File: src/rtl/eth_init_seq.sv
// rtl/eth_init_seq.sv - table-driven register initialisation sequencer for the Ethernet controller
// Optional ETH_INIT_IRQ_EN: appends an ISR clear and RX interrupt enable to the table.
module eth_init_seq #(
   parameter logic [47:0] MAC_ADDR   = 48'h0010_A1B2_C3D4,
   parameter int unsigned POLL_LIMIT = 255,
   parameter int unsigned TIMEOUT    = 63
) (
   input  logic        clk40m,
   input  logic        reset,
   input  logic        start,
   output logic        reg_wr,
   output logic [7:0]  reg_offset,
   output logic        reg_length,
   output logic [15:0] reg_wdata,
   output logic        reg_new_cmd,
   input  logic [15:0] reg_rdata,
   input  logic [3:0]  reg_state,
   output logic        busy,
   output logic        done,
   output logic        error,
   output logic [15:0] chip_id,
   output logic [3:0]  step
);
   localparam logic [3:0]  ENG_WAIT = 4'b1001;
   localparam logic [7:0]  POLL_LIM = 8'(POLL_LIMIT);
   localparam logic [15:0] TMO_LAST = 16'(TIMEOUT - 1);

   typedef enum logic [1:0] {OP_WRITE, OP_POLL, OP_END} op_e;
   typedef enum logic [3:0] {
      S_IDLE, S_ARM, S_ISSUE, S_LEAVE, S_RETURN, S_CHECK, S_NEXT, S_FINISH, S_FAIL
   } state_e;

   state_e      state_q, state_d;
   logic [3:0]  step_q, step_d;
   logic [7:0]  poll_q, poll_d;
   logic [15:0] tmo_q, tmo_d;
   logic        wr_q, wr_d;
   logic [7:0]  off_q, off_d;
   logic [15:0] wdata_q, wdata_d;
   logic [15:0] rdata_q, rdata_d;
   logic [15:0] chip_q, chip_d;
   logic        err_q, err_d;
   logic        done_q, done_d;

   op_e         ent_op;
   logic [7:0]  ent_off;
   logic [15:0] ent_data;
   logic [15:0] ent_mask;

   always_comb begin
      ent_op   = OP_END;
      ent_off  = 8'h00;
      ent_data = 16'h0000;
      ent_mask = 16'hFFFF;
      case (step_q)
         4'd0: begin ent_op = OP_POLL;  ent_off = 8'hC0; ent_data = 16'h8870; ent_mask = 16'hFFF0; end
         4'd1: begin ent_op = OP_WRITE; ent_off = 8'h10; ent_data = MAC_ADDR[15:0];  end
         4'd2: begin ent_op = OP_WRITE; ent_off = 8'h12; ent_data = MAC_ADDR[31:16]; end
         4'd3: begin ent_op = OP_WRITE; ent_off = 8'h14; ent_data = MAC_ADDR[47:32]; end
         4'd4: begin ent_op = OP_WRITE; ent_off = 8'h70; ent_data = 16'h01EE; end
         4'd5: begin ent_op = OP_WRITE; ent_off = 8'h74; ent_data = 16'h7CE0; end
`ifdef ETH_INIT_IRQ_EN
         4'd6: begin ent_op = OP_WRITE; ent_off = 8'h92; ent_data = 16'hFFFF; end
         4'd7: begin ent_op = OP_WRITE; ent_off = 8'h90; ent_data = 16'h2000; end
`else
         4'd6: begin ent_op = OP_WRITE; ent_off = 8'h90; ent_data = 16'h0000; end
`endif
         default: ;
      endcase
   end

   always_comb begin
      state_d = state_q;
      step_d  = step_q;
      poll_d  = poll_q;
      tmo_d   = tmo_q;
      wr_d    = wr_q;
      off_d   = off_q;
      wdata_d = wdata_q;
      rdata_d = rdata_q;
      chip_d  = chip_q;
      err_d   = err_q;
      done_d  = 1'b0;
      case (state_q)
         S_IDLE: begin
            if (start) begin
               err_d   = 1'b0;
               step_d  = 4'd0;
               poll_d  = 8'd0;
               state_d = S_ARM;
            end
         end
         S_ARM: begin
            wr_d    = (ent_op == OP_WRITE);
            off_d   = ent_off;
            wdata_d = ent_data;
            // Never issue into an engine that is still finishing a transaction.
            if (ent_op == OP_END)            state_d = S_FINISH;
            else if (reg_state == ENG_WAIT)  state_d = S_ISSUE;
         end
         S_ISSUE: begin
            tmo_d   = 16'd0;
            state_d = S_LEAVE;
         end
         S_LEAVE: begin
            tmo_d = tmo_q + 16'd1;
            if (reg_state != ENG_WAIT)   state_d = S_RETURN;
            else if (tmo_q == TMO_LAST)  state_d = S_FAIL;
         end
         S_RETURN: begin
            tmo_d = tmo_q + 16'd1;
            if (reg_state == ENG_WAIT) begin
               rdata_d = reg_rdata;
               state_d = (ent_op == OP_POLL) ? S_CHECK : S_NEXT;
            end else if (tmo_q == TMO_LAST) begin
               state_d = S_FAIL;
            end
         end
         S_CHECK: begin
            if (step_q == 4'd0) chip_d = rdata_q;
            if ((rdata_q & ent_mask) == ent_data) begin
               state_d = S_NEXT;
            end else begin
               poll_d  = poll_q + 8'd1;
               state_d = (poll_q + 8'd1 == POLL_LIM) ? S_FAIL : S_ARM;
            end
         end
         S_NEXT: begin
            step_d  = step_q + 4'd1;
            poll_d  = 8'd0;
            state_d = S_ARM;
         end
         S_FINISH: begin
            done_d  = 1'b1;
            state_d = S_IDLE;
         end
         S_FAIL: begin
            err_d   = 1'b1;
            state_d = S_IDLE;
         end
         default: state_d = S_IDLE;
      endcase
   end

   always_ff @(posedge clk40m) begin
      if (!reset) begin
         state_q <= S_IDLE;
         step_q  <= 4'd0;
         poll_q  <= 8'd0;
         tmo_q   <= 16'd0;
         wr_q    <= 1'b0;
         off_q   <= 8'h00;
         wdata_q <= 16'h0000;
         rdata_q <= 16'h0000;
         chip_q  <= 16'h0000;
         err_q   <= 1'b0;
         done_q  <= 1'b0;
      end else begin
         state_q <= state_d;
         step_q  <= step_d;
         poll_q  <= poll_d;
         tmo_q   <= tmo_d;
         wr_q    <= wr_d;
         off_q   <= off_d;
         wdata_q <= wdata_d;
         rdata_q <= rdata_d;
         chip_q  <= chip_d;
         err_q   <= err_d;
         done_q  <= done_d;
      end
   end

   assign reg_wr      = wr_q;
   assign reg_offset  = off_q;
   assign reg_length  = 1'b1;
   assign reg_wdata   = wdata_q;
   assign reg_new_cmd = (state_q == S_ISSUE);
   assign busy        = (state_q != S_IDLE);
   assign done        = done_q;
   assign error       = err_q;
   assign chip_id     = chip_q;
   assign step        = step_q;
endmodule

File: config.mk
export PLATFORM = sky130hd
export DESIGN_NAME = eth_init_seq
export DESIGN_NICKNAME = d
export VERILOG_FILES = /design/src/rtl/eth_init_seq.sv
export SDC_FILE = /design/constraint.sdc
export NUM_CORES = 1
export LEC_CHECK = 0
export ABC_AREA = 1
export CORE_UTILIZATION = 53
export CTS_CLUSTER_DIAMETER = 100
export DETAILED_ROUTE_END_ITERATION = 12
export GPL_TIMING_DRIVEN = 1
export PLACE_DENSITY_LB_ADDON = 0.3
export SYNTH_ARGS = -nofsm -noshare
export SYNTH_HDL_FRONTEND = slang
export SYNTH_SLANG_ARGS = --single-unit
File: constraint.sdc
create_clock -name clk40m -period 2.3 [get_ports clk40m]
set_input_delay 0.575 -clock clk40m [delete_from_list [all_inputs] [get_ports clk40m]]
set_output_delay 0.575 -clock clk40m [all_outputs]
set_load 0.005 [all_outputs]
==> results.tsv, run 1 <==
metric	value	unit
fin crit period	2.248	ns
status	finished, final reports clean	
CTS Buf Count	9	
wire length per cell	14.25	microns
CP Max Fanout	4	
clk root buf	clkbuf_8	
GRT overflow	0	
initial antenna violation count	0	
H-tree depth	3	
Post-Layout Cell Count	791	
TritonCTS clock tree	built	
number of synthesized flops with an enable pin	0	
RePlAce Congestion	0.8609	
# hold bufs at CTS	0	
largest area contributor in the synthesized netlist	dfxtp_1	
Avg Cell Area, Syn	7.076	sq um
dpl hpwl	7901	microns
Die W	92.03	microns
die height	92.03	microns
die area	0.008469	sq mm
layout cell share with drive strength beyond 1	11.61	%
area of the mapped netlist	0.004295	sq mm
Total GRT Usage	26.82	%
Rows	32	
first-pass GRT wire length	18100	microns
Critical Path RT	1.73	ns
count of cell types in the netlist	39	
achievable frequency	444.8	MHz
Ports	73	
leakage dissipation	0.002209	uW
antenna viol nets, final	0	
Longest Clk Path Bufs	2	
Async SR Flop Fraction	0	%
number of global-route vias before repair	3908	
FILL cells	664	
MaxCap Viol Count	0	
final wirelength	11270	microns
yosys warns	0	
Critical Path AT	1.67	ns
Most used DFF post-synth	dfxtp_1	
area delta synth->final	26.13	%
synth top area cells	dfxtp_1 41%, nand2_1 9.5%, nor2_1 6.9%, o21ai_0 6.4%, inv_1 5.5%	
part of the cycle the worst path needs	97.75	%
DR iter-0 viols	367	
First-pass DRT Iterations	5	
Initial Util	55.30	%
average vias per placed instance	5.448	
kind of critical path	reg2out	
crit end category	primary output	
worst hold path type	reg2reg	
Synth Instances	607	
Cells after DPL	767	
PortBufs	68	
Final Power	4227	uW
largest net degree at the start of global routing	46	
top-area cell type share of the netlist area	40.55	%
vias	4309	
# DRC	0	
Clock Latency Late Sink	0.36	ns
startpoint type of the worst setup path	flop	
ANT cells	0	
final hold vios	0	
clk_skew	0.008482	ns
list of most frequent post-synthesis cells	109 x nand2_1, 87 x dfxtp_1, 79 x nor2_1, 63 x inv_1, 55 x o21ai_0	
Peak VDD IR	418.2	uV
Cell Pwr Density	780.3	mW/mm^2
cell with the most instances after synthesis	nand2_1	
clock sinks	87	
final setup fails	0	
Final nets	715	
max-slew violation count	0	
FF+latch count, synth	87	
core footprint	0.007767	sq mm
post-synthesis sequential area ratio	40.55	%
Worst-path clk slew	0.09	ns
[flip-flops by register name, indices dropped and copies added, names as in the netlist]
register	cells
chip_id	16
state_q	4
reg_wr	1
done	1
rdata_q	16
step	4
reg_wdata	14
poll_q	8
tmo_q	16
reg_offset	6
error	1
[worst max-delay path: stages, from the launching register on]
cell	delay, ns
dfxtp_1	0.36
nor2_2	0.17
inv_1	0.09
nor2_2	0.15
inv_1	0.10
clkdlybuf4s50_1	0.45
[final cells by class]
class                      instances  area (sq um)  area share, %
multi-input combinational        426          2240          41.34
inverter                          71         269.0          4.965
timing repair buffer              89         838.3          15.47
clock buffer                      10         127.6          2.356
tap                              102         127.6          2.356
clock inverter                     6         71.32          1.316
sequential                        87          1744          32.19
[metal layers]
metal | share of wire (%) | routed length (microns) | GRT usage, % | vias up
met1 | 43 | 4796 | 33.59 | 1965
met4 | 2.6 | 293 | 11.07 | 0
met5 | 0 | 0 | 0 | -
met3 | 6.7 | 755 | 4.478 | 36
met2 | 48 | 5429 | 45.58 | 169
li1 | - | - | - | 2139
[stage by stage]
step	area, sq um	setup slack [ns]	utilization [%]	hold WS [ns]	setup TNS [ns]
6_report	5418	0.05185	69.75	0.4705	0
3_5_place_dp	5087	0.07373	65.50	0.4561	0
3_3_place_gp	5087	0.2306	65.50	0.4572	0
5_1_grt	5418	-0.04979	69.75	0.5061	-0.3994
2_1_floorplan	4303	0.2902	-	0.4438	0
4_1_cts	5286	0.02070	68.06	0.4722	0
[report_power, final]
group          leakage [uW]  total, uW  internal [uW]  switching, uW
combinational       0.00141       1240            574            671
sequential         0.000707       1890           1710            183
clock             0.0000927       1090            508            582
[what timing repair did]
| item | 4_1_cts | 5_1_grt |
|---|---|---|
| buffers inserted | 0 | 8 |
| endpoints found under the setup margin | 0 | 12 |
| gates resized for setup | 0 | 17 |
[path summary, 6_finish.rpt]
check	startpoint	end	slack (ns)	cells past startpoint
max	state_q[2]	busy	0.05	5
max reg2reg	step[2]	poll_q[3]	0.07	11
min	tmo_q[14]	tmo_q[14]	0.47	2
min reg2reg	tmo_q[14]	tmo_q[14]	0.47	2
[cell families after synthesis]
family          count (synthesis)  synth area share, %
flops                          87                40.55
other cells                     2               0.1748
compound gates                133                17.22
fa+ha+maj                       8                2.330
simple gates                  271                28.60
buf+inv                        96                9.088
xor+xnor                       10                2.039
[layout by cell type, fill, tap and decap left out, drive strengths merged, types with 2 or more instances in the layout]
cell           count
nand2            114
nor2              92
nand3             36
a22oi              4
inv               69
clkinv             5
clkbuf            11
a21oi             47
clkinvlp           2
dfxtp             87
a311oi             5
nor3              11
clkdlybuf4s50     68
ha                 8
conb               4
nand4             12
o211ai             2
xor2               3
or2                3
nand3b             2
a31oi              6
a211oi             4
o21ai             60
o31ai              3
buf               20
xnor2              7
Note: power is estimated with default switching activity, not from simulation.
==> run 2, diff against run 1 <==
--- a/config.mk
+++ b/config.mk
@@ -11,6 +11,7 @@
 export DETAILED_ROUTE_END_ITERATION = 12
 export GPL_TIMING_DRIVEN = 1
 export PLACE_DENSITY_LB_ADDON = 0.3
+export SLEW_MARGIN = 20
 export SYNTH_ARGS = -nofsm -noshare
 export SYNTH_HDL_FRONTEND = slang
 export SYNTH_SLANG_ARGS = --single-unit
==> results of run 2 <==
Final layout, timing and power as in run 1 (identical DEF).
==> run 3, diff against run 2 <==
--- a/config.mk
+++ b/config.mk
@@ -10,7 +10,7 @@
 export CTS_CLUSTER_DIAMETER = 100
 export DETAILED_ROUTE_END_ITERATION = 12
 export GPL_TIMING_DRIVEN = 1
-export PLACE_DENSITY_LB_ADDON = 0.3
+export PLACE_DENSITY = 0.8
 export SLEW_MARGIN = 20
 export SYNTH_ARGS = -nofsm -noshare
 export SYNTH_HDL_FRONTEND = slang
==> results.tsv, run 3 (synthesis gave the netlist of run 1 again) <==
metric	value	unit
# DRC	0	
CP cell instances	inv_1 -> nor2_1 -> nand2_1 -> inv_1 -> clkdlybuf4s50_1	
clock sinks	87	
Die W	92.03	microns
final setup fails	0	
Total GRT Usage	26.55	%
final hold slack	0.4790	ns
Cell Pwr Density	782.3	mW/mm^2
Initial Util	55.30	%
average vias per placed instance	5.479	
Final nets	707	
DR iter-0 viols	291	
FILL cells	619	
Worst-path clk slew	0.10	ns
first-pass GRT wire length	18120	microns
CTS Buf Count	9	
multi-input logic area	0.002251	sq mm
Rows	32	
MaxCap Viol Count	0	
Longest Clk Path Bufs	2	
Crit path buffers/inverters	3	
max-slew violation count	0	
Core Util, Final	69.04	%
worst r2r dst	poll_q[2]	
Worst Hold Endpoint	reg_offset[5]	
CP Max Fanout	5	
# hold bufs at CTS	0	
dpl hpwl	7870	microns
core footprint	0.007767	sq mm
Worst Reg2Reg Path Length in Cells	12	
Final Power	4195	uW
Peak VDD IR	502.9	uV
achievable frequency	456.6	MHz
Post-Layout Cell Count	783	
fin crit period	2.190	ns
Worst path slowest cell	clkdlybuf4s50_1	
Critical Path AT	1.62	ns
RR Startpoint	step[2]	
clk root buf	clkbuf_8	
part of the cycle the worst path needs	95.22	%
WP depth	5	
ANT cells	0	
RePlAce Congestion	0.9647	
CP peak stage delay	0.50	ns
GRT overflow	0	
hold path cells	2	
wire length per cell	14.23	microns
antenna viol nets, final	0	
startpoint type of the worst setup path	flop	
First-pass DRT Iterations	5	
commonest non-fill, non-tap cell in the layout	nand2_1	
largest net degree at the start of global routing	45	
final wirelength	11140	microns
crit end category	primary output	
met2 Use GR	45.90	%
H-tree depth	3	
die height	92.03	microns
most frequent cells in the layout	109 x nand2_1, 85 x dfxtp_1, 76 x nor2_1	
kind of critical path	reg2out	
met3 Use GR	3.731	%
PortBufs	68	
TritonCTS clock tree	built	
status	finished, final reports clean	
HP Start	reg_offset[5]	
worst hold path type	reg2reg	
cell mode on critical path	inv_1	
layout cell share with drive strength beyond 1	10.57	%
vias	4290	
Critical Path RT	1.73	ns
Crit path max-delay family	buffers and inverters	
initial antenna violation count	0	
number of global-route vias before repair	4028	
Most Used Layer, Global Route	met2	
final setup TNS	0	ns
Ports	73	
GRT met1 Usage	33.16	%
Cells after DPL	765	
clk_skew	0.01823	ns
die area	0.008469	sq mm
FF+latch area	0.001747	sq mm
area delta synth->final	24.85	%
leakage dissipation	0.002182	uW
Clock Latency Late Sink	0.36	ns
final hold vios	0	
flop-to-flop setup slack	0.14	ns
run 3: timing repair:
action                                  CTS  global route
endpoints found under the setup margin    1            13
setup buffers                             0             1
resized for setup                         2            15
pin swaps                                 0             2
gates cloned                              0             1
endpoints found under the hold margin     0             0
run 3: where the power goes:
part | leakage (uW) | internal (uW) | switching, uW
Clock | 0.0000999 | 427 | 617
Combinational | 0.00138 | 570 | 691
Sequential | 0.000707 | 1710 | 183
Total | 0.00218 | 2700 | 1490
run 3: per-stage QoR:
step	worst slack, ns	cell area, sq um
5_1_grt	-0.04700	5363
3_3_place_gp	0.1453	5072
2_1_floorplan	0.2902	4303
6_report	0.1099	5363
4_1_cts	0.01288	5274
3_5_place_dp	0.005293	5072
run 3: worst max path at each step:
| stage | from | end |
|---|---|---|
| 6_report | state_q[1] | reg_new_cmd |
| 5_1_grt | step[2] | poll_q[3] |
| 4_1_cts | state_q[2] | busy |
| 3_5_place_dp | step[0] | poll_q[2] |
| 3_3_place_gp | step[0] | poll_q[7] |
| 2_1_floorplan | step[1] | poll_q[3] |
run 3: cell type report:
| type | instances | area share (%) |
|---|---|---|
| flip-flops and latches | 87 | 32.57 |
| multi-input cells | 427 | 41.97 |
| well taps | 102 | 2.380 |
| inverters | 71 | 5.016 |
| clock inverters | 7 | 1.330 |
| repair buffers | 80 | 14.42 |
| clock buffers | 9 | 2.310 |
run 3: worst register-to-register path, cell delays in order (launching register included):
cell and delay, ns:
dfxtp_1 0.45, nor2_4 0.31, nand2_4 0.17, nand2_1 0.15, nand2_1 0.06, a21oi_1 0.15, nand2_1 0.11, nor2_4 0.18
nand4_4 0.18, nand2_4 0.12, inv_4 0.06, nor2_2 0.08, nor2_1 0.04
run 3: per-layer routing:
| layer | up-vias | part of all wire, % |
|---|---|---|
| li1 | 2138 | - |
| met1 | 1981 | 44 |
| met2 | 146 | 49 |
| met3 | 25 | 4.8 |
| met4 | 0 | 2.3 |
| met5 | - | 0 |
